$ cat src/rtl/riscv_mem_pkg.sv
// rtl/riscv_mem_pkg.sv - shared types and helpers for the mem_access stage
package riscv_mem_pkg;

    localparam int DMEM_DATA_WIDTH = 64;

    typedef enum logic [1:0] {
        MEM_BYTE   = 2'd0,
        MEM_HALF   = 2'd1,
        MEM_WORD   = 2'd2,
        MEM_DOUBLE = 2'd3
    } mem_size_t;

    typedef enum logic [1:0] {
        ST_IDLE  = 2'd0,
        ST_REQ   = 2'd1,
        ST_WAIT  = 2'd2,
        ST_DRAIN = 2'd3
    } mem_state_t;

    // Low address bits that must be zero for a naturally aligned access.
    function automatic logic [2:0] size_offset_mask(mem_size_t size);
        case (size)
            MEM_HALF:   return 3'b001;
            MEM_WORD:   return 3'b011;
            MEM_DOUBLE: return 3'b111;
            default:    return 3'b000;
        endcase
    endfunction

endpackage

$ cat src/rtl/load_extract.sv
// rtl/load_extract.sv - shift, truncate and sign/zero-extend a load doubleword
module load_extract
    import riscv_mem_pkg::*;
(
    input  logic [DMEM_DATA_WIDTH-1:0] rdata,
    input  logic [2:0]                 offset,
    input  logic [1:0]                 size,
    input  logic                       is_unsigned,
    output logic [DMEM_DATA_WIDTH-1:0] data
);

    logic [DMEM_DATA_WIDTH-1:0] shifted;

    always_comb begin
        shifted = rdata >> {offset, 3'b000};
        case (mem_size_t'(size))
            MEM_BYTE: data = is_unsigned ? {56'd0, shifted[7:0]}
                                         : {{56{shifted[7]}}, shifted[7:0]};
            MEM_HALF: data = is_unsigned ? {48'd0, shifted[15:0]}
                                         : {{48{shifted[15]}}, shifted[15:0]};
            MEM_WORD: data = is_unsigned ? {32'd0, shifted[31:0]}
                                         : {{32{shifted[31]}}, shifted[31:0]};
            default:  data = shifted;
        endcase
    end

endmodule

$ cat src/rtl/mem_access.sv
// rtl/mem_access.sv - load/store memory-access stage; optional MEM_MISALIGN_CHECK_EN
module mem_access
    import riscv_mem_pkg::*;
#(
    parameter int ADDRESS_WIDTH          = 64,
    parameter int REGISTER_WIDTH         = 64,
    parameter int REGISTERNO_WIDTH       = 5,
    parameter int INSTRUCTION_NAME_WIDTH = 96
) (
    input  logic                              clk,
    input  logic                              reset,
    input  logic                              in_enable,
    output logic                              out_ready,
    input  logic [REGISTER_WIDTH-1:0]         in_alu_result,
    input  logic [REGISTER_WIDTH-1:0]         in_rs2_value,
    input  logic [ADDRESS_WIDTH-1:0]          in_phy_addr,
    input  logic [REGISTERNO_WIDTH-1:0]       in_rd_regno,
    input  logic                              in_mm_load_bool,
    input  logic                              in_mm_store_bool,
    input  logic                              in_update_rd_bool,
    input  logic                              in_branch_taken_bool,
    input  logic [1:0]                        in_mem_size,
    input  logic                              in_mem_unsigned,
    input  logic [INSTRUCTION_NAME_WIDTH-1:0] in_opcode_name,
    input  logic                              in_flush,
    output logic                              out_dmem_req,
    output logic [ADDRESS_WIDTH-1:0]          out_dmem_addr,
    input  logic                              in_dmem_gnt,
    input  logic                              in_dmem_rvalid,
    input  logic [DMEM_DATA_WIDTH-1:0]        in_dmem_rdata,
    output logic                              out_enable,
    output logic [REGISTER_WIDTH-1:0]         out_alu_result,
    output logic [REGISTER_WIDTH-1:0]         out_mdata,
    output logic [REGISTER_WIDTH-1:0]         out_rs2_value,
    output logic [ADDRESS_WIDTH-1:0]          out_phy_addr,
    output logic [REGISTERNO_WIDTH-1:0]       out_rd_regno,
    output logic                              out_mm_load_bool,
    output logic                              out_update_rd_bool,
    output logic                              out_branch_taken_bool,
    output logic [INSTRUCTION_NAME_WIDTH-1:0] out_opcode_name,
    output logic                              out_misalign
);

    mem_state_t                 state;
    mem_size_t                  lat_size;
    logic                       lat_unsigned;
    logic                       misaligned;
    logic [2:0]                 ext_offset;
    logic [DMEM_DATA_WIDTH-1:0] ext_data;

`ifdef MEM_MISALIGN_CHECK_EN
    logic [2:0] in_mask;
    assign in_mask    = size_offset_mask(mem_size_t'(in_mem_size));
    assign misaligned = (in_mm_load_bool || in_mm_store_bool) && (|(in_phy_addr[2:0] & in_mask));
`else
    logic unused_store_bool;
    assign unused_store_bool = in_mm_store_bool;
    assign misaligned        = 1'b0;
`endif

    // Offset bits below the access size are dropped so extraction stays in-lane.
    assign ext_offset = out_phy_addr[2:0] & ~size_offset_mask(lat_size);
    assign out_ready  = (state == ST_IDLE);

    load_extract u_load_extract (
        .rdata       (in_dmem_rdata),
        .offset      (ext_offset),
        .size        (lat_size),
        .is_unsigned (lat_unsigned),
        .data        (ext_data)
    );

    always_ff @(posedge clk) begin
        if (reset) begin
            state                 <= ST_IDLE;
            lat_size              <= MEM_BYTE;
            lat_unsigned          <= 1'b0;
            out_dmem_req          <= 1'b0;
            out_dmem_addr         <= '0;
            out_enable            <= 1'b0;
            out_alu_result        <= '0;
            out_mdata             <= '0;
            out_rs2_value         <= '0;
            out_phy_addr          <= '0;
            out_rd_regno          <= '0;
            out_mm_load_bool      <= 1'b0;
            out_update_rd_bool    <= 1'b0;
            out_branch_taken_bool <= 1'b0;
            out_opcode_name       <= '0;
            out_misalign          <= 1'b0;
        end else begin
            out_enable <= 1'b0;
            case (state)
                ST_IDLE: begin
                    if (in_enable && !in_flush) begin
                        out_alu_result        <= in_alu_result;
                        out_rs2_value         <= in_rs2_value;
                        out_phy_addr          <= in_phy_addr;
                        out_rd_regno          <= in_rd_regno;
                        out_mm_load_bool      <= in_mm_load_bool;
                        out_update_rd_bool    <= in_update_rd_bool && !misaligned;
                        out_branch_taken_bool <= in_branch_taken_bool;
                        out_opcode_name       <= in_opcode_name;
                        out_misalign          <= misaligned;
                        out_mdata             <= '0;
                        lat_size              <= mem_size_t'(in_mem_size);
                        lat_unsigned          <= in_mem_unsigned;
                        if (in_mm_load_bool && !misaligned) begin
                            out_dmem_req  <= 1'b1;
                            out_dmem_addr <= {in_phy_addr[ADDRESS_WIDTH-1:3], 3'b000};
                            state         <= ST_REQ;
                        end else begin
                            out_enable <= 1'b1;
                        end
                    end
                end
                ST_REQ: begin
                    if (in_dmem_gnt) begin
                        out_dmem_req <= 1'b0;
                        if (in_dmem_rvalid) begin
                            state <= ST_IDLE;
                            if (!in_flush) begin
                                out_mdata  <= REGISTER_WIDTH'(ext_data);
                                out_enable <= 1'b1;
                            end
                        end else begin
                            state <= in_flush ? ST_DRAIN : ST_WAIT;
                        end
                    end else if (in_flush) begin
                        out_dmem_req <= 1'b0;
                        state        <= ST_IDLE;
                    end
                end
                ST_WAIT: begin
                    if (in_dmem_rvalid) begin
                        state <= ST_IDLE;
                        if (!in_flush) begin
                            out_mdata  <= REGISTER_WIDTH'(ext_data);
                            out_enable <= 1'b1;
                        end
                    end else if (in_flush) begin
                        state <= ST_DRAIN;
                    end
                end
                default: begin
                    // The cache still owes one response for the killed load.
                    if (in_dmem_rvalid) state <= ST_IDLE;
                end
            endcase
        end
    end

endmodule

$ cat config.mk
export PLATFORM = sky130hd
export DESIGN_NAME = mem_access
export DESIGN_NICKNAME = d
export VERILOG_FILES = /design/src/rtl/riscv_mem_pkg.sv /design/src/rtl/load_extract.sv /design/src/rtl/mem_access.sv
export SDC_FILE = /design/constraint.sdc
export NUM_CORES = 1
export LEC_CHECK = 0
export BUFFER_PORTS_ARGS = -buffer_cell sky130_fd_sc_hd__clkbuf_2
export CORE_AREA = 2 2 312 314
export DETAILED_ROUTE_END_ITERATION = 16
export DIE_AREA = 0 0 314 316
export GPL_TIMING_DRIVEN = 0
export PLACE_DENSITY = 0.47
export SKIP_LAST_GASP = 1
export SYNTH_ARGS = -nofsm -noshare
export SYNTH_HDL_FRONTEND = slang
export SYNTH_SLANG_ARGS = --single-unit
$ cat constraint.sdc
create_clock -name clk -period 2.43 [get_ports clk]
set_input_delay 0.1215 -clock clk [delete_from_list [all_inputs] [get_ports clk]]
set_output_delay 0.1215 -clock clk [all_outputs]
set_load 0.02 [all_outputs]
==> results_dict.tcl <==
set metrics [dict create \
    status "complete, but fails checks" \
    violations "setup timing" \
    antenna_found_initial 6 \
    crit_chain "or3b_4 > buf_12 > nor3b_4 > nor4_1 > a2111o_1 > o22a_4 > clkbuf_16 > o31ai_2" \
    fmax_mhz 410 \
    internal_power_w 0.0137 \
    clkTransAtPathRegs_ns 0.06 \
    path_buf_inv 2 \
    vdd_drop_max_mv 0.525 \
    r2r_slack_ns -0.008 \
    p_seq_share_pct 38.7 \
    rows 114 \
    drc_errors 0 \
    grt.overflow.total 0 \
    drv_cap 0 \
    instances_no_fill 4586 \
    final.setup_skew_ns 0.0281 \
    period_minus_slack_ns 2.44 \
    cpPeakStageDelay_ns 0.45 \
    fp.dieArea_mm2 0.0992 \
    vias_per_cell 4.18 \
    worst_ep_arrival_time_ns 2.97 \
    dp.cells 4143 \
    wl_per_cell_um 19.7 \
    start_kind "register" \
    cts-root-buf "clkbuf_16" \
    hold_class "in -> reg" \
    multi_input_area_mm2 0.00755 \
    power.density_mw_per_mm2 709 \
    cp-end-kind "register" \
    place_hpwl_um 69900 \
    synth_common_cells "nand2_1, dfxtp_1, a21oi_1" \
    synth.top_cells.by_area "dfxtp_1, nand2_1, a21oi_1, clkbuf_1, mux2i_1" \
    design_area_mm2 0.0279 \
    fill_cells 10500 \
    final_max_slew_viol_count 0 \
    cts_tree "yes" \
    synth_simple_gate_area_share_pct 22.3 \
    drt-total-wl_um 90500 \
    io_pins 798 \
    cts_sinks 428 \
    synth_top_area_share_pct 51.9 \
    required_ns 2.97 \
    yosys.area_share.adder_pct 0.303 \
    synth-compound-area-share_pct 18.0 \
    period_share_pct 100 \
    p_switching_w 0.00609 \
    firstDrtPassIters 6 \
    placed_cell_area_mm2 0.0221 \
    die_w_um 314 \
    die_y_um 316 \
    htreeDepth 2 \
    clk_path_buf_depth 3 \
    clockPowerShare_pct 41.8 \
    critPathKind "reg -> reg" \
    cts_buffers 53 \
    ff_latch_area_mm2 0.00858 \
    io_buffers 791 \
    p_comb_share_pct 19.6 \
    syn_to_final_growth_pct 68.9 \
    start_util_pct 17.2 \
    p_sw_share_pct 30.8 \
    setup_slack_ns -0.00778 \
    synth.largest_area_cell "dfxtp_1" \
    drtIter0Drc 1036 \
    rsz0062_at_grt "true" \
    ys_types 64 \
    drive_gt1_share_pct 32.0 \
    vias 19100 \
    cp_max_fo 8 \
    power.total_w 0.0198 \
    cpMaxStageDelayCell "or3b_4" \
    synth_top_family_by_area "simple AND/OR/NAND/NOR gates" \
    ys_async_sr_fraction_pct 0 \
    relSlewSlack_pct 22.2 \
    synth.most_common_cell "nand2_1" \
    critical-path-top-delay-family "compound AO/OA/AOI/OAI gates" \
    grt_pass1_vias 18900 \
    muxShareOfSynthArea_pct 3.28 \
    antenna_left 0 \
    worstMarginPinSlew_ns 1.17 \
    yosys_warnings 0 \
    fin_util_pct 29.0 \
    hold_ws_ns 0.0573 \
    place.gp.congestion 0.910 \
    grt_max_degree 16 \
    postSynthAreaPerCell_um2 7.96 \
    synth_cells 2073 \
    core_area_mm2 0.0960 \
    clk_latency_ns 0.65 \
    synth-seq-area-share_pct 51.9 \
    cellLeakagePower_nw 12.3 \
    grt_use_total_pct 17.2 \
    yosys_most_used_dff "dfxtp_1" \
    synth-xor-area-share_pct 0 \
    synth.ff_latch_count 428 \
    hold_viol_final 0 \
    grt_pass1_wl_um 126000 \
    synth_edf_count 0 \
    synth_area_mm2 0.0165 \
    setup_viol 3 \
    final_net_count 3634 \
]
## power by group through the flow
stage	Sequential, W	Clock [W]	Combinational [W]
5_1_grt	0.00768	0.00879	0.00415
6_report	0.00764	0.00826	0.00386
3_3_place_gp	0.00778	0	0.00329
3_5_place_dp	0.00779	0	0.00328
2_1_floorplan	0.00821	0	0.00125
4_1_cts	0.00764	0.00849	0.00381
## routing by layer
layer / up-vias / part of all wire [%] / GRT usage, %
met5: - / 0.014 / 0
met4: 2 / 4.3 / 7.57
met3: 159 / 7.3 / 4.58
met2: 731 / 49 / 29.7
met1: 8979 / 40 / 20.0
li1: 9278 / - / -
## worst paths after layout
path	from	to	depth (start not counted)
max	out_phy_addr[0]	out_mdata[46]	8
min	in_dmem_rdata[14]	out_mdata[14]	6
min reg2reg	out_opcode_name[73]	out_opcode_name[73]	2
max reg2reg	out_phy_addr[0]	out_mdata[46]	8
## state kept, by name (all words and copies together), names as in the netlist
name / count
out_rd_regno: 5
out_dmem_req: 1
out_opcode_name: 96
out_alu_result: 64
out_mm_load_bool: 1
out_phy_addr: 64
out_mdata: 64
out_rs2_value: 64
out_update_rd_bool: 1
lat_unsigned: 1
out_dmem_addr: 61
state: 2
out_enable: 1
lat_size: 2
out_branch_taken_bool: 1
## worst register-to-register path, cell delays in order, from the launching register on
cell and delay [ns]:
dfxtp_4 0.43, or3b_4 0.45, buf_12 0.16, nor3b_4 0.18
nor4_1 0.08, a2111o_1 0.33, o22a_4 0.31, clkbuf_16 0.22
o31ai_2 0.21
## area by class of cell
class / count / share of cell area [%]
repair buffers: 1131 / 26.6
diodes: 5 / 0.0449
well taps: 1276 / 5.73
inverters: 6 / 0.0808
clock inverters: 23 / 0.925
multi-input cells: 1474 / 27.1
flip-flops and latches: 428 / 30.8
clock buffers: 77 / 5.62
plain buffers: 166 / 3.11
## metrics by stage
step | TNS [ns] | worst slack [ns]
2_1_floorplan | 0 | 0.0495
3_3_place_gp | -458.99 | -1.84
3_5_place_dp | -471.90 | -1.88
4_1_cts | -0.628 | -0.0589
5_1_grt | -0.820 | -0.0496
6_report | -0.0162 | -0.00778
## cell families (layout without fill, tap and decap cells)
group,after synthesis,count (layout)
other cells,1,9
fa+ha+maj,4,4
simple gates,917,917
flops,428,428
mux,54,54
compound gates,495,495
buf+inv,174,1403
## layout by cell type (no fill, tap or decap), types with 13 or more instances in the layout
master         netlist  final
buf_4                5     16
o31ai_2             30     22
clkbuf_16            0     57
mux2i_1             54     46
clkbuf_1           146     94
a221o_1             13     13
nor2_1              59     58
nand3b_1            21     21
clkbuf_2             0    836
dfxtp_1            428    426
nand2_1            784    782
o21ai_0             18     18
clkbuf_8             0     17
a21oi_1            375    374
dlygate4sd3_1        0    328
## repair_timing
item,in CTS,in global routing
cloned,0,4
setup endpoints to repair,425,74
pin swaps,3,7
gates resized for setup,108,73
hold buffers,328,0
endpoints found under the hold margin,388,0
buffers inserted,5,3
Power figures use the tool's default switching activity.
